===== config.mk =====
export PLATFORM = sky130hd
export DESIGN_NAME = layer_param_loader
export DESIGN_NICKNAME = d
export VERILOG_FILES = /design/src/rtl/layer_pkg.sv /design/src/rtl/layer_param_loader.sv
export SDC_FILE = /design/constraint.sdc
export NUM_CORES = 1
export LEC_CHECK = 0
export CAP_MARGIN = 20
export CORE_MARGIN = 3
export CORE_UTILIZATION = 53
export DETAILED_ROUTE_END_ITERATION = 7
export GPL_ROUTABILITY_DRIVEN = 0
export MAX_ROUTING_LAYER = met4
export PLACE_DENSITY = 0.76
export SETUP_SLACK_MARGIN = 0.3
export SYNTH_ARGS = -nofsm -noshare
export SYNTH_HDL_FRONTEND = slang
export SYNTH_SLANG_ARGS = --single-unit

===== constraint.sdc =====
create_clock -name clk -period 2.45 [get_ports clk]
set_input_delay 0.49 -clock clk [delete_from_list [all_inputs] [get_ports clk]]
set_output_delay 0.49 -clock clk [all_outputs]
set_load 0.03 [all_outputs]

===== src/rtl/layer_pkg.sv =====
// rtl/layer_pkg.sv - shared types and defaults for the layer parameter path
package layer_pkg;

  localparam int DEFAULT_DATA_WIDTH = 8;

  typedef enum logic [1:0] {
    LOAD   = 2'd0,
    COMMIT = 2'd1,
    FLUSH  = 2'd2
  } loader_state_t;

endpackage


===== src/rtl/layer_param_loader.sv =====
// rtl/layer_param_loader.sv - framed parameter stream into shadow buffer, atomic commit to Layer buses
module layer_param_loader
  import layer_pkg::*;
#(
  parameter int IN_N       = 4,
  parameter int OUT_N      = 2,
  parameter int DATA_WIDTH = DEFAULT_DATA_WIDTH
) (
  input  logic                              clk,
  input  logic                              rst,
  input  logic                              s_valid,
  output logic                              s_ready,
  input  logic [DATA_WIDTH-1:0]             s_data,
  input  logic                              s_last,
  output logic [OUT_N*IN_N*DATA_WIDTH-1:0]  weights,
  output logic [OUT_N*DATA_WIDTH-1:0]       biases,
  output logic                              params_valid,
  output logic                              commit,
  output logic                              load_err
);

  localparam int NW    = OUT_N * IN_N;
  localparam int TOTAL = NW + OUT_N;
  localparam int CW    = $clog2(TOTAL);
  localparam logic [CW-1:0] LAST_IDX = CW'(TOTAL - 1);

  loader_state_t                   r_state;
  loader_state_t                   w_state_nxt;
  logic [CW-1:0]                   r_cnt;
  logic [CW-1:0]                   w_cnt_nxt;
  logic [DATA_WIDTH-1:0]           r_shadow [TOTAL];
  logic [OUT_N*IN_N*DATA_WIDTH-1:0] r_weights;
  logic [OUT_N*DATA_WIDTH-1:0]     r_biases;
  logic                            r_params_valid;
  logic                            r_commit;
  logic                            r_load_err;
  logic                            r_s_ready;
  logic                            w_beat;
  logic                            w_shadow_we;
  logic                            w_commit_nxt;
  logic                            w_load_err_nxt;
  logic                            w_s_ready_nxt;

  assign w_beat = s_valid && r_s_ready;

  always_ff @(posedge clk) begin
    if (rst) r_state <= LOAD;
    else     r_state <= w_state_nxt;
  end

  always_comb begin
    w_state_nxt = r_state;
    case (r_state)
      LOAD:    if (w_beat && r_cnt == LAST_IDX) w_state_nxt = s_last ? COMMIT : FLUSH;
      COMMIT:  w_state_nxt = LOAD;
      FLUSH:   if (w_beat && s_last) w_state_nxt = LOAD;
      default: w_state_nxt = LOAD;
    endcase
  end

  // s_ready is registered from the next state, so it never depends on s_valid in the same cycle
  always_comb begin
    w_cnt_nxt      = r_cnt;
    w_shadow_we    = 1'b0;
    w_commit_nxt   = 1'b0;
    w_load_err_nxt = 1'b0;
    w_s_ready_nxt  = (w_state_nxt != COMMIT);
    case (r_state)
      LOAD: begin
        if (w_beat) begin
          w_shadow_we = 1'b1;
          if (r_cnt == LAST_IDX) begin
            w_cnt_nxt      = '0;
            w_load_err_nxt = !s_last;
          end else if (s_last) begin
            w_cnt_nxt      = '0;
            w_load_err_nxt = 1'b1;
          end else begin
            w_cnt_nxt = r_cnt + 1'b1;
          end
        end
      end
      COMMIT:  w_commit_nxt = 1'b1;
      FLUSH:   if (w_beat && s_last) w_cnt_nxt = '0;
      default: w_cnt_nxt = '0;
    endcase
  end

  always_ff @(posedge clk) begin
    if (rst) begin
      r_cnt          <= '0;
      r_weights      <= '0;
      r_biases       <= '0;
      r_params_valid <= 1'b0;
      r_commit       <= 1'b0;
      r_load_err     <= 1'b0;
      r_s_ready      <= 1'b1;
      for (int k = 0; k < TOTAL; k++) r_shadow[k] <= '0;
    end else begin
      r_cnt      <= w_cnt_nxt;
      r_commit   <= w_commit_nxt;
      r_load_err <= w_load_err_nxt;
      r_s_ready  <= w_s_ready_nxt;
      if (w_shadow_we) r_shadow[r_cnt] <= s_data;
      if (r_state == COMMIT) begin
        for (int k = 0; k < NW; k++)    r_weights[k*DATA_WIDTH +: DATA_WIDTH] <= r_shadow[k];
        for (int k = 0; k < OUT_N; k++) r_biases[k*DATA_WIDTH +: DATA_WIDTH]  <= r_shadow[NW+k];
        r_params_valid <= 1'b1;
      end
    end
  end

  assign s_ready      = r_s_ready;
  assign weights      = r_weights;
  assign biases       = r_biases;
  assign params_valid = r_params_valid;
  assign commit       = r_commit;
  assign load_err     = r_load_err;

endmodule


# After elaboration in Yosys (flattened, before gate mapping)

Memory sizes are Yosys's and may differ from the RTL's. A register that Yosys moved wholly into a read port is not among the register bits.
Cells that the tools add are included.
W data, S select, Z words.

Output and inout port bits: 84
Bits of input ports: 12
Bits in registers: 10
Memories kept: 1
Logic and storage cells: 47
Memory bits (writable): 80

Add/sub/neg operators: 1
Multiplexer cells: 22
Bitwise gates (word level): 3
Equality and inequality tests: 6
Reductions and logical operators: 8

Memory list:

| name     | depth | bits a word | rd ports | clocked after Yosys merged registers in | write ports | line                     | RTL |
|---|---|---|---|---|---|---|---|
| r_shadow | 10    | 8           | 10       | 10                                      | 10          | layer_param_loader.sv:31 | `logic [DATA_WIDTH-1:0] r_shadow [TOTAL];` |

Operators by type and width:

| kind                  | count |
|---|---|
| $mux W4               | 5 |
| $pmux W4 S3           | 1 |
| $mux W1               | 11 |
| $mux W8               | 1 |
| $reduce_or A8 Y1      | 1 |
| $mux W2               | 3 |
| $add A4 B1 Y4 const B | 1 |
| $eq A4 B4 Y1 const B  | 1 |
| $ne A2 B2 Y1 const B  | 2 |
| $pmux W2 S2           | 1 |
| $logic_and A1 B1 Y1   | 3 |
| $not A1 Y1            | 3 |
| $reduce_and A3 Y1     | 1 |
| $reduce_or A3 Y1      | 1 |
| $eq A2 B1 Y1 const B  | 1 |
| $eq A2 B2 Y1 const B  | 1 |
| $logic_not A2 Y1      | 1 |
| $ne A2 B1 Y1 const B  | 1 |
| $logic_not A1 Y1      | 1 |

# Depth between registers and ports, before layout

Depth in word-level cells: 8
Mapped depth: 8
Gate-level depth less buffers: 6

# Worst setup path after synthesis

OpenSTA, ideal clock, no wires.

Path kind: input port to flip-flop
Start point: input rst
End point: memory r_shadow[8][0] (netlist bit) (enable)
Required time: 2.121 ns
Path slack: 0.201 ns
Library setup time: 0.329 ns
Stages on the path: 6
Arrival time: 1.919 ns
Buffers on the path: 3
Cell sequence: clkbuf_1 nor4_1 clkbuf_1 and4b_1 clkbuf_1 or2_1

RTL lines:

| element     | line                     | RTL |
|---|---|---|
| from (decl) | layer_param_loader.sv:10 | `input logic rst,` |
| to (decl)   | layer_param_loader.sv:31 |  |

==> results.ini <==
[die]
die_h_um=115
die-area_um2=13100
rows=39
fp.dieW_um=115
core_area_um2=11500
pin_count=96
start_util_pct=54.6

[grt]
grt_pass1_wl_mm=22.2
overflow=0
grt_max_degree=98
antenna_found_initial=0
grt_pass1_vias=4385
grt_usage_pct=22.5

[yosys]
ys_seq_elements=170
synth_fp_nets=617
syn_inst=603
synth_ff_type=dfxtp_1
synth_edf_count=80
syn_avg_cell_area_um2=10.4
synth_area_leader_cell=edfxtp_1
synth-simple-area-share_pct=21.4
async_reset_ff_share_pct=0
synth_xor_area_share_pct=0.140
seq_area_frac_synth_pct=67.2
synthAdderAreaFrac_pct=0.400
synthTopCellsByCount=171 x nand2_1, 90 x dfxtp_1, 86 x a21oi_1, 80 x edfxtp_1, 58 x and2_1
synth_top_family_by_area=simple AND/OR/NAND/NOR gates
synth_area_um2=6260
synth_area_leaders=edfxtp_1 38%, dfxtp_1 29%, nand2_1 10%
yosysTopAreaCellShare_pct=38.4
synth_cell_types=32
synth.most_common_cell=nand2_1
synth_compound_area_share_pct=8.10
ys_warn_count=0
muxShareOfSynthArea_pct=0

[clock_tree]
cts.sinks=170
cts_buffer_depth=2
insertion_delay_ns=0.42
clkTransAtPathRegs_ns=0.06
cts_buffers=17
htree_num_levels=4
cts_tree=yes
ctsRootBufferMaster=clkbuf_16
ctsHoldBuffers=0

[finish]
n_fill_cell=849
final_layout_size_suffix_gt1_share_pct=8.14
instances_no_fill=843
diodes=0
register_area_um2=4210
nets=701
multiInputGateArea_um2=1900
synthToLayoutAreaGrowth_pct=26.8

[sta]
relSlewSlack_pct=65.3
tns_ns=0
grt_setup_unrepaired=false
report.final.hold_viol_count=0
maxSlewViolCount=0
post-route-period-util_pct=80.8
fmax_mhz=505
fin_worst_skew_ns=0.00846
layout_min_cycle_time_ns=1.98
setup_violations=0
tightest_slew_ns=0.519

[power]
ir_drop_uv=423
powerDensity_nw_per_um2=724
p_leak_nw=2.74

[place]
dpl.hpwl_mm=8.45
port_buffers=95
dp_cells=811

[route]
antenna_left=0
wirelength_mm=13.8
post_drt_wl_per_cell_um=16.4
num_vias=4535
drtPass1Iterations=5
drc=0
avgViaCountPerCell=5.38
drt-initial-drc-count=439

[min_path]
hold_path.class=reg2reg
hp-start=biases[3]$_SDFFE_PP0P_

[worst_setup_path]
cp-start-kind=primary input
critPathMaxFanout=18
critPathMaxStageDelay_ns=0.48
cp_cell_sequence=clkdlybuf4s50_1 > nand2_1 > nor4_2 > buf_4 > and4b_1 > or2_4
required_ns=2.57
endpoint_kind=flip-flop
slowest_stage=clkdlybuf4s50_1
path_class=in2reg
arrival_ns=2.10
startpoint=s_valid
timing.rr.start=r_cnt[0]$_SDFFE_PP0P_

[outcome]
status=finished, final reports clean

[job]
drv_cap=0

==> final cells by class <==
| type | instances | share of cell area, % |
|---|---|---|
| clock buffers | 24 | 6.46 |
| clock inverters | 8 | 0.678 |
| inverters | 3 | 0.142 |
| multi-input cells | 388 | 23.9 |
| flip-flops and latches | 170 | 53.0 |
| well taps | 143 | 2.25 |
| repair buffers | 107 | 13.5 |
==> power by group <==
| part | total (mW) | leakage (nW) | switching [mW] | internal (mW) |
|---|---|---|---|---|
| Combinational | 0.150 | 0.904 | 0.102 | 0.0472 |
| Clock | 2.54 | 0.288 | 1.07 | 1.47 |
| Sequential | 3.05 | 1.55 | 0.0234 | 3.03 |
==> repair_timing <==
item | in CTS | in global routing
setup buffers | 0 | 0
gates resized for setup | 0 | 1
endpoints found under the setup margin | 0 | 1
==> path summary, 6_finish.rpt <==
| check | cells after the start | slack, ns | to |
|---|---|---|---|
| worst max-delay path | 6 | 0.47 | r_shadow[8][2]$_SDFFCE_PN0P_ |
| worst min-delay path | 2 | 0.45 | biases[3]$_SDFFE_PP0P_ |
| worst max register to register | 5 | 0.49 | r_cnt[2]$_SDFFE_PP0P_ |
| worst min register to register | 2 | 0.45 | biases[3]$_SDFFE_PP0P_ |
==> critical path: cells and delay by family <==
kind / cells / cell delay, ns
and+or+nand+nor: 4 / 0.85
buffers and inverters: 2 / 0.75
==> cells by family (layout without fill, tap and decap cells) <==
family,count (synthesis),after routing
AOI/OAI and AO/OA,96,96
and+or+nand+nor,289,289
adders and majority gates,2,2
buffers and inverters,45,142
xor gates and xnor gates,1,1
DFF,170,170
==> per-layer routing <==
metal | share of wire (%) | wire length (µm) | track usage [%] | up-vias
met5 | 0 | 0 | - | -
met1 | 42 | 5880 | 28.1 | 2151
met3 | 7.1 | 987 | 6.08 | 23
li1 | - | - | - | 2174
met4 | 2.3 | 318 | 9.74 | 0
met2 | 48 | 6660 | 34.7 | 187
==> state kept, by name (all words and copies together), names as in the netlist <==
register,flops
biases,16
commit,1
load_err,1
params_valid,1
r_cnt,4
r_shadow,80
r_state,2
s_ready,1
weights,64
==> through the flow <==
stage               power [mW]  worst slack (ns)  area (µm²)  util (%)  hold WS (ns)
floorplan                 3.18             0.366        6270         -         0.471
finish                    5.74             0.471        7940      69.2         0.454
global placement          3.26             0.148        7370      64.2         0.444
global route              5.91             0.391        7940      69.2         0.469
detailed placement        3.26            0.0580        7370      64.2         0.447
CTS                       5.77             0.395        7930      69.2         0.454
==> cell usage in the layout, fill, tap and decap left out, drive strengths merged, types with 3 or more instances in the layout <==
cell           instances
clkdlybuf4s50         94
and2                  58
dfxtp                 90
inv                    9
nor2                  30
or4                    4
nand3                  4
nand2                171
o21ai                  3
clkbuf                24
and4                   4
nand2b                 3
edfxtp                80
buf                   13
a21oi                 86
or2                    6
No activity file was read; power rests on OpenSTA's default activity.
